`config.mk`:
```
export PLATFORM = sky130hd
export DESIGN_NAME = fifo_rr_arbiter_flat
export DESIGN_NICKNAME = d
export VERILOG_FILES = /design/src/rtl/fifo_rr_arbiter_if.sv /design/src/rtl/fifo_rr_arbiter.sv /design/src/flat_wrapper.sv
export SDC_FILE = /design/constraint.sdc
export NUM_CORES = 1
export LEC_CHECK = 0
export ABC_AREA = 1
export CAP_MARGIN = 20
export CELL_PAD_IN_SITES_DETAIL_PLACEMENT = 1
export CELL_PAD_IN_SITES_GLOBAL_PLACEMENT = 2
export CORE_MARGIN = 2
export CORE_UTILIZATION = 19
export DETAILED_ROUTE_END_ITERATION = 16
export GPL_ROUTABILITY_DRIVEN = 0
export PLACE_DENSITY = 0.8
export SYNTH_ARGS = -nofsm -noshare
export SYNTH_HDL_FRONTEND = slang
export SYNTH_SLANG_ARGS = --single-unit
```
`constraint.sdc`:
```
create_clock -name clk -period 2 [get_ports clk]
set_clock_uncertainty 0.2 [all_clocks]
set_input_delay 0.3 -clock clk [delete_from_list [all_inputs] [get_ports clk]]
set_output_delay 0.3 -clock clk [all_outputs]
set_load 0.01 [all_outputs]
```
`src/rtl/fifo_rr_arbiter_if.sv`:
```
// Signal bundle between the round-robin pop arbiter, its source FIFOs and the downstream FIFO.
// The master modport is the arbiter; the slave modport is the FIFO side.
interface fifo_rr_arbiter_if #(
   parameter int N_PORTS    = 4,
   parameter int DATA_WIDTH = 6,
   parameter int IDX_W      = 2
);
   logic [N_PORTS-1:0]            fifo_empty;
   logic [N_PORTS-1:0]            fifo_error;
   logic [N_PORTS*DATA_WIDTH-1:0] fifo_data;
   logic                          pausa;
   logic [N_PORTS-1:0]            pop;
   logic                          push_out;
   logic [DATA_WIDTH-1:0]         data_out;
   logic [IDX_W-1:0]              grant_id;
   logic                          arb_error;
   logic                          busy;

   modport master (
      input  fifo_empty, fifo_error, fifo_data, pausa,
      output pop, push_out, data_out, grant_id, arb_error, busy
   );

   modport slave (
      output fifo_empty, fifo_error, fifo_data, pausa,
      input  pop, push_out, data_out, grant_id, arb_error, busy
   );
endinterface

```
`src/rtl/fifo_rr_arbiter.sv`:
```
// Round-robin pop arbiter draining N_PORTS source FIFOs into one downstream FIFO (pop -> push in 2 cycles).
// Optional macro ARB_PRIO_EN: port 0 gets strict priority; the remaining ports round-robin among themselves.
module fifo_rr_arbiter #(
   parameter int N_PORTS    = 4,
   parameter int DATA_WIDTH = 6,
   parameter int IDX_W      = 2
) (
   input  logic              clk,
   input  logic              reset,
   fifo_rr_arbiter_if.master bus
);

`ifdef ARB_PRIO_EN
   localparam bit PRIO_EN = 1'b1;
`else
   localparam bit PRIO_EN = 1'b0;
`endif

   typedef enum logic [1:0] {S_IDLE, S_ACTIVE, S_PAUSED, S_ERROR} state_t;

   state_t                r_state;
   logic [IDX_W-1:0]      r_ptr;
   logic                  r_s1_vld;
   logic [IDX_W-1:0]      r_s1_idx;
   logic                  r_push;
   logic [DATA_WIDTH-1:0] r_data;
   logic [IDX_W-1:0]      r_gid;
   logic                  r_err;

   logic                  w_any_ne;
   logic                  w_any_err;
   logic                  w_pop_en;
   logic                  w_ptr_upd;
   logic [IDX_W-1:0]      w_idx;
   logic [IDX_W-1:0]      w_cand;
   logic [DATA_WIDTH-1:0] w_word;

   assign w_any_ne  = ~&bus.fifo_empty;
   assign w_any_err = |bus.fifo_error;

   // Search runs farthest-first so the last hit (the nearest port after r_ptr) wins.
   // NOTE: every variable written here gets a default first, so no latch can be inferred.
   always_comb begin
      w_idx     = '0;
      w_cand    = '0;
      w_ptr_upd = 1'b0;
      for (int i = N_PORTS; i >= 1; i--) begin
         w_cand = IDX_W'((int'(r_ptr) + i) % N_PORTS);
         if (!bus.fifo_empty[w_cand] && !(PRIO_EN && (w_cand == '0))) begin
            w_idx     = w_cand;
            w_ptr_upd = 1'b1;
         end
      end
      if (PRIO_EN && !bus.fifo_empty[0]) begin
         w_idx     = '0;
         w_ptr_upd = 1'b0;
      end
   end

   always_comb begin
      w_word = '0;
      for (int i = 0; i < N_PORTS; i++) begin
         if (r_s1_idx == IDX_W'(i)) w_word = bus.fifo_data[i*DATA_WIDTH +: DATA_WIDTH];
      end
   end

   // PAUSED and ERROR never pop; reset forces pop low combinationally.
   assign w_pop_en = !reset && ((r_state == S_IDLE) || (r_state == S_ACTIVE))
                     && !bus.pausa && w_any_ne;

   assign bus.pop = w_pop_en ? (N_PORTS'(1) << w_idx) : '0;

   // NOTE: sequential state uses non-blocking assignments so every register sees pre-edge values.
   always_ff @(posedge clk) begin
      if (reset) begin
         r_state  <= S_IDLE;
         r_ptr    <= IDX_W'(N_PORTS - 1);
         r_s1_vld <= 1'b0;
         r_s1_idx <= '0;
         r_push   <= 1'b0;
         r_data   <= '0;
         r_gid    <= '0;
         r_err    <= 1'b0;
      end else begin
         r_s1_vld <= w_pop_en;
         if (w_pop_en) r_s1_idx <= w_idx;
         r_push <= r_s1_vld;
         if (r_s1_vld) begin
            r_data <= w_word;
            r_gid  <= r_s1_idx;
         end
         if (w_pop_en && w_ptr_upd) r_ptr <= w_idx;

         if (w_any_err) begin
            r_state <= S_ERROR;
            r_err   <= 1'b1;
         end else begin
            case (r_state)
               S_IDLE:   if (!bus.pausa && w_any_ne) r_state <= S_ACTIVE;
               S_ACTIVE: begin
                  if (bus.pausa)     r_state <= S_PAUSED;
                  else if (!w_any_ne) r_state <= S_IDLE;
               end
               S_PAUSED: if (!bus.pausa) r_state <= w_any_ne ? S_ACTIVE : S_IDLE;
               S_ERROR:  r_state <= S_ERROR;
            endcase
         end
      end
   end

   assign bus.push_out  = r_push;
   assign bus.data_out  = r_data;
   assign bus.grant_id  = r_gid;
   assign bus.arb_error = r_err;
   assign bus.busy      = r_s1_vld;

endmodule

```
`src/flat_wrapper.sv`:
```
// flat-port wrapper written by rule: the top's interface ports become plain ports
module fifo_rr_arbiter_flat 
#(
   parameter int N_PORTS    = 4,
   parameter int DATA_WIDTH = 6,
   parameter int IDX_W      = 2
)
  (clk, reset, bus_fifo_empty, bus_fifo_error, bus_fifo_data, bus_pausa, bus_pop, bus_push_out, bus_data_out, bus_grant_id, bus_arb_error, bus_busy);
  fifo_rr_arbiter_if #(.N_PORTS(N_PORTS), .DATA_WIDTH(DATA_WIDTH), .IDX_W(IDX_W)) bus_i ();
  input  logic clk;
  input  logic reset;
  input wire logic [$bits(bus_i.fifo_empty)-1:0] bus_fifo_empty;
  input wire logic [$bits(bus_i.fifo_error)-1:0] bus_fifo_error;
  input wire logic [$bits(bus_i.fifo_data)-1:0] bus_fifo_data;
  input wire logic [$bits(bus_i.pausa)-1:0] bus_pausa;
  output wire logic [$bits(bus_i.pop)-1:0] bus_pop;
  output wire logic [$bits(bus_i.push_out)-1:0] bus_push_out;
  output wire logic [$bits(bus_i.data_out)-1:0] bus_data_out;
  output wire logic [$bits(bus_i.grant_id)-1:0] bus_grant_id;
  output wire logic [$bits(bus_i.arb_error)-1:0] bus_arb_error;
  output wire logic [$bits(bus_i.busy)-1:0] bus_busy;
  assign bus_i.fifo_empty = bus_fifo_empty;
  assign bus_i.fifo_error = bus_fifo_error;
  assign bus_i.fifo_data = bus_fifo_data;
  assign bus_i.pausa = bus_pausa;
  assign bus_pop = bus_i.pop;
  assign bus_push_out = bus_i.push_out;
  assign bus_data_out = bus_i.data_out;
  assign bus_grant_id = bus_i.grant_id;
  assign bus_arb_error = bus_i.arb_error;
  assign bus_busy = bus_i.busy;
  fifo_rr_arbiter #(.N_PORTS(N_PORTS), .DATA_WIDTH(DATA_WIDTH), .IDX_W(IDX_W)) u_core (.clk(clk), .reset(reset), .bus(bus_i));
endmodule
```
# Yosys cells after proc, flatten, opt, wreduce, memory -nomap -nowiden
# Cells that the tools add are included.
# word_totals
regBits,17
input_bits,35
out_inout_bits,15
wordCells,68
# classes
n_addsub,4
order_cmp,4
n_eq_ne,9
shifts,1
mux,28
n_reduce_logical,14
# ops
op,count
6-bit two-way mux,4
2-bit two-way mux,9
2-bit by 3-bit less-than comparator with 1-bit output (second input constant),4
1-bit two-way mux,9
1-bit binary-select mux with 2-bit select,4
2-bit == test (second input constant),4
2-bit one-hot mux with 4 select lines,1
3-bit by 2-bit inequality test with 1-bit output (second input constant),2
1-bit logical AND,5
2-bit by 1-bit adder with 2-bit output (second input constant),2
2-bit adder (second input constant),2
2-bit by 1-bit == test with 1-bit output (second input constant),2
2-bit zero test,2
4-bit two-way mux,1
4-bit by 2-bit inequality test with 1-bit output (second input constant),1
4-bit AND reduction,1
4-bit OR reduction,1
1-bit by 2-bit << shifter with 4-bit output (first input constant),1
1-bit zero test,3
3-bit AND reduction,1
1-bit logical OR,1

# Longest topological paths before layout
# logic_depth
ltp_word,9
depth_mapped,12
depth_no_buf,11

# Worst setup path after synthesis
# Ideal clock, no wire load.
# synth_path
path_type,register to output
from,register u_core.r_ptr[0]
to,output bus_pop[1]
arrival_time_ns,1.163
required_ns,1.500
path_slack_ns,0.337
stages_incl_launch_ff,13
n_path_buf,1
cell_sequence,dfxtp_1 > buf_6 > inv_8 > nand2_1 > nand2_2 > nand2_1 > nand2_1 > clkinv_1 > nand2_1 > nand2_2 > nand2_1 > nand2_2 > nor2_1
# synth_between
elab_chain_cells,9
elab_cells_between_ends,18
classes_between,add/sub: 4; shift: 1; mux: 13
# synth_lines
item,line_no,source
"start, declared",fifo_rr_arbiter.sv:22,logic [IDX_W-1:0] r_ptr;
"start signal, assigned",fifo_rr_arbiter.sv:77,r_ptr <= IDX_W'(N_PORTS - 1);
"start signal, assigned",fifo_rr_arbiter.sv:92,if (w_pop_en && w_ptr_upd) r_ptr <= w_idx;
2-bit by 1-bit adder with 2-bit output,fifo_rr_arbiter.sv:48,w_cand = IDX_W'((int'(r_ptr) + i) % N_PORTS);
1-bit binary-select mux with 2-bit select,fifo_rr_arbiter.sv:49,if (!bus.fifo_empty[w_cand] && !(PRIO_EN && (w_cand == '0))) begin
1-bit two-way mux (implied by the code),fifo_rr_arbiter.sv:49,
2-bit two-way mux (3 in a row),fifo_rr_arbiter.sv:49,
2-bit two-way mux *,fifo_rr_arbiter.sv:49,
1-bit by 2-bit << shifter with 4-bit output *,fifo_rr_arbiter.sv:71,assign bus.pop = w_pop_en ? (N_PORTS'(1) << w_idx) : '0;
4-bit two-way mux *,fifo_rr_arbiter.sv:71,
"end, declared",flat_wrapper.sv:16,output wire logic [$bits(bus_i.pop)-1:0] bus_pop;
# Mark *: on every way between the ends. The rest lies on a longest branch, timed or not. The select of a mux whose other input is x is not followed.

# Worst setup path after layout
# layout_path
from,register u_core.r_ptr[0]
to,output bus_pop[3]
# Same word-level chain as after synthesis.

==> flow_metrics.tcl <==
set metrics [dict create \
    status "complete, but fails checks" \
    violations "setup timing" \
    route.final.wire_length_mm 3.45 \
    cts.sinks 17 \
    async_reset_ff_share_pct 0 \
    synth_top_area_share_pct 34.6 \
    cp.depth 10 \
    seq_area_frac_synth_pct 34.6 \
    p_per_area_nw_per_um2 538 \
    worst_ep_required_time_ns 1.50 \
    fin_crit_sh_pct 103 \
    start_util_pct 19.5 \
    p_clk_share_pct 25.2 \
    worst_hold_slack_ns 0.286 \
    setup_slack_ns -0.0622 \
    synth_seq_cells 17 \
    synth_edf_count 0 \
    final_cells 302 \
    synth_cells 161 \
    rows 26 \
    synthTopCellsByCount "nand2_1, inv_1, dfxtp_1" \
    wl_met2_mm 1.62 \
    regArea_um2 348 \
    hold_buffers 0 \
    syn-num-nets 196 \
    preCtsSetupSlack_ns -0.594 \
    cp_top_family "simple AND/OR/NAND/NOR gates" \
    drt_iter0_markers 21 \
    grt_pass1_wl_mm 5.67 \
    max_freq_mhz 485 \
    finalSetupViolCount 5 \
    grt_pass1_vias 1224 \
    hold_viol 0 \
    peakVddDrop_v 0.000292 \
    syn_area_per_cell_um2 6.11 \
    r2r-end "u_core.r_ptr[0]" \
    htree_levels 1 \
    antenna_found_initial 0 \
    final_util_pct 37.1 \
    grt_max_degree 18 \
    die_h_um 75.9 \
    final_antenna_net_count 0 \
    p_leak_nw 0.850 \
    setup.worst_path.start_class "flop" \
    clockBufferDepth 2 \
    drcViolationCount 0 \
    cts_buffers 3 \
    critPathKind "reg2out" \
    r2r_setup_slack_ns -0.01 \
    cp_cell_sequence "buf_6 -> nand2_4 -> nand3_4 -> nand2_4 -> nand2_4 -> nand3_4 -> nand2_2 -> nand2_2 -> nor2_1 -> buf_2" \
    dr_wl_met3_um 259 \
    power_frac_comb_pct 36.6 \
    rsz0062_at_grt "true" \
    tns_ns -0.211 \
    tritoncts "yes" \
    synth_warnings 0 \
    worstReg2RegStart "u_core.r_ptr[0]" \
    tightest_slew_ns 0.422 \
    multi_input_area_um2 662 \
    core-area_um2 5040 \
    cp_common_cell "nand2_4" \
    first_pass_iters 4 \
    dp.cells 291 \
    wl_per_cell_um 11.4 \
    switching_share_pct 31.6 \
    die_w_um 75.9 \
    slew_headroom_pct 71.8 \
    cp-endpoint "bus_pop[3]" \
    yosys-top-cells-area "dfxtp_1, nand2_1, a21oi_1" \
    p_sw_mw 0.318 \
    yosysUniqueCellTypes 20 \
    yosys_most_used_dff "dfxtp_1" \
    yosysMostFrequentCell "nand2_1" \
    internal_power_mw 0.689 \
    grt_util_all_layers_pct 12.0 \
    synthToLayoutAreaGrowth_pct 90.3 \
    wl_met1_mm 1.47 \
    final_nets 268 \
    io_buffer_count 49 \
    clock_latency_ns 0.25 \
    cp-end-kind "primary output" \
    grt-ovfl-total 0 \
    worst-r2r-cell-count 14 \
    max-cap-violations 0 \
    cts.clk_slew.worst_paths_ns 0.06 \
    hold_path_class "reg2reg" \
    n_fill_cell 632 \
    antenna_cells 0 \
    ios 50 \
    clockRootBuffer "clkbuf_8" \
    path_max_fanout 6 \
    seqPwrFrac_pct 38.2 \
    critPathMaxStageDelay_ns 0.42 \
    synth_area_um2 983 \
    via_per_inst 4.15 \
    dr_total_vias 1252 \
    hpwl_mm 2.59 \
    synth_largest_area_cell "dfxtp_1" \
    dr.max_layer_used "met4" \
    worstPathBufferInverterCount 2 \
    period_minus_slack_ns 2.06 \
    slew_violations 0 \
    crit_slowest_cell "dfxtp_4" \
    dieArea_um2 5770 \
    startpoint "u_core.r_ptr[0]" \
    cp.arrival_ns 1.56 \
    drive_gt1_share_pct 29.3 \
]
[per-layer routing]
metal,track usage (%),vias up
met5,0,-
met4,5.82,0
met3,3.69,7
met2,20.4,42
met1,13.7,544
li1,-,659
[power by group through the flow]
stage | combinational (mW) | clock (mW) | sequential (mW)
after floorplan | 0.142 | 0 | 0.385
after global placement | 0.303 | 0 | 0.386
after detailed placement | 0.305 | 0 | 0.387
after CTS | 0.334 | 0.266 | 0.383
after global routing | 0.407 | 0.281 | 0.387
final | 0.368 | 0.254 | 0.384
[flip-flops by register name (all words and copies together), names as in the netlist]
| register | count |
|---|---|
| u_core.bus.data_out | 6 |
| u_core.bus.grant_id | 2 |
| u_core.r_ptr | 2 |
| u_core.r_s1_idx | 2 |
| u_core.r_state | 2 |
| u_core.bus.arb_error | 1 |
| u_core.bus.busy | 1 |
| u_core.bus.push_out | 1 |
[cell usage in the layout (no fill, tap or decap)]
cell type	n
clkdlybuf4s50_1	41
nand2_1	35
buf_4	21
nand2_2	15
a21oi_1	15
dfxtp_1	15
inv_1	14
o21ai_0	12
nor2_1	9
nand3_1	8
nand2_4	7
a31oi_1	6
inv_2	5
dlygate4sd2_1	4
buf_2	4
nand3_4	3
clkbuf_8	3
inv_4	2
nor2_2	2
nor3_1	2
dfxtp_4	2
inv_8	1
nand4_1	1
nand3_2	1
nor2_4	1
o221ai_1	1
clkbuf_1	1
buf_6	1
[worst min-delay path, cell delays in order, from the launching register on]
cell	delay, ns
dfxtp_1	0.33
o21ai_0	0.08
inv_1	0.05
[metrics by stage]
step	total power [mW]	instance area [µm²]
2_1_floorplan	0.527	983
3_3_place_gp	0.689	1660
3_5_place_dp	0.692	1660
4_1_cts	0.983	1800
5_1_grt	1.07	1870
6_report	1.01	1870
[cell type report]
cell class | count | share of cell area (%)
multi-input combinational | 118 | 35.4
timing repair buffer | 71 | 33.9
sequential | 17 | 18.6
inverter | 22 | 5.08
tap | 70 | 4.68
clock buffer | 4 | 2.41
[worst min-delay path by stage]
stage | from | end | slack, ns | cells past startpoint
2_1_floorplan | reset | u_core.bus.push_out | 0.17 | 1
3_3_place_gp | u_core.bus.arb_error | u_core.bus.arb_error | 0.26 | 2
3_5_place_dp | u_core.bus.arb_error | u_core.bus.arb_error | 0.28 | 2
4_1_cts | u_core.bus.arb_error | u_core.bus.arb_error | 0.29 | 2
5_1_grt | u_core.bus.arb_error | u_core.bus.arb_error | 0.34 | 2
6_report | u_core.bus.arb_error | u_core.bus.arb_error | 0.29 | 2
[kinds of logic after synthesis]
kind of cell	after synthesis	synth area share [%]
simple gates	84	35.4
buf+inv	26	11.6
flops	17	34.6
compound gates	34	18.4
[what timing repair did]
item / CTS / global route
gates resized for setup: 54 / 16
setup endpoints to repair: 4 / 5
setup buffers: 8 / 0
endpoints found under the hold margin: 0 / 0
pin swaps: 17 / 15
Note: power is estimated with default switching activity, not from simulation.
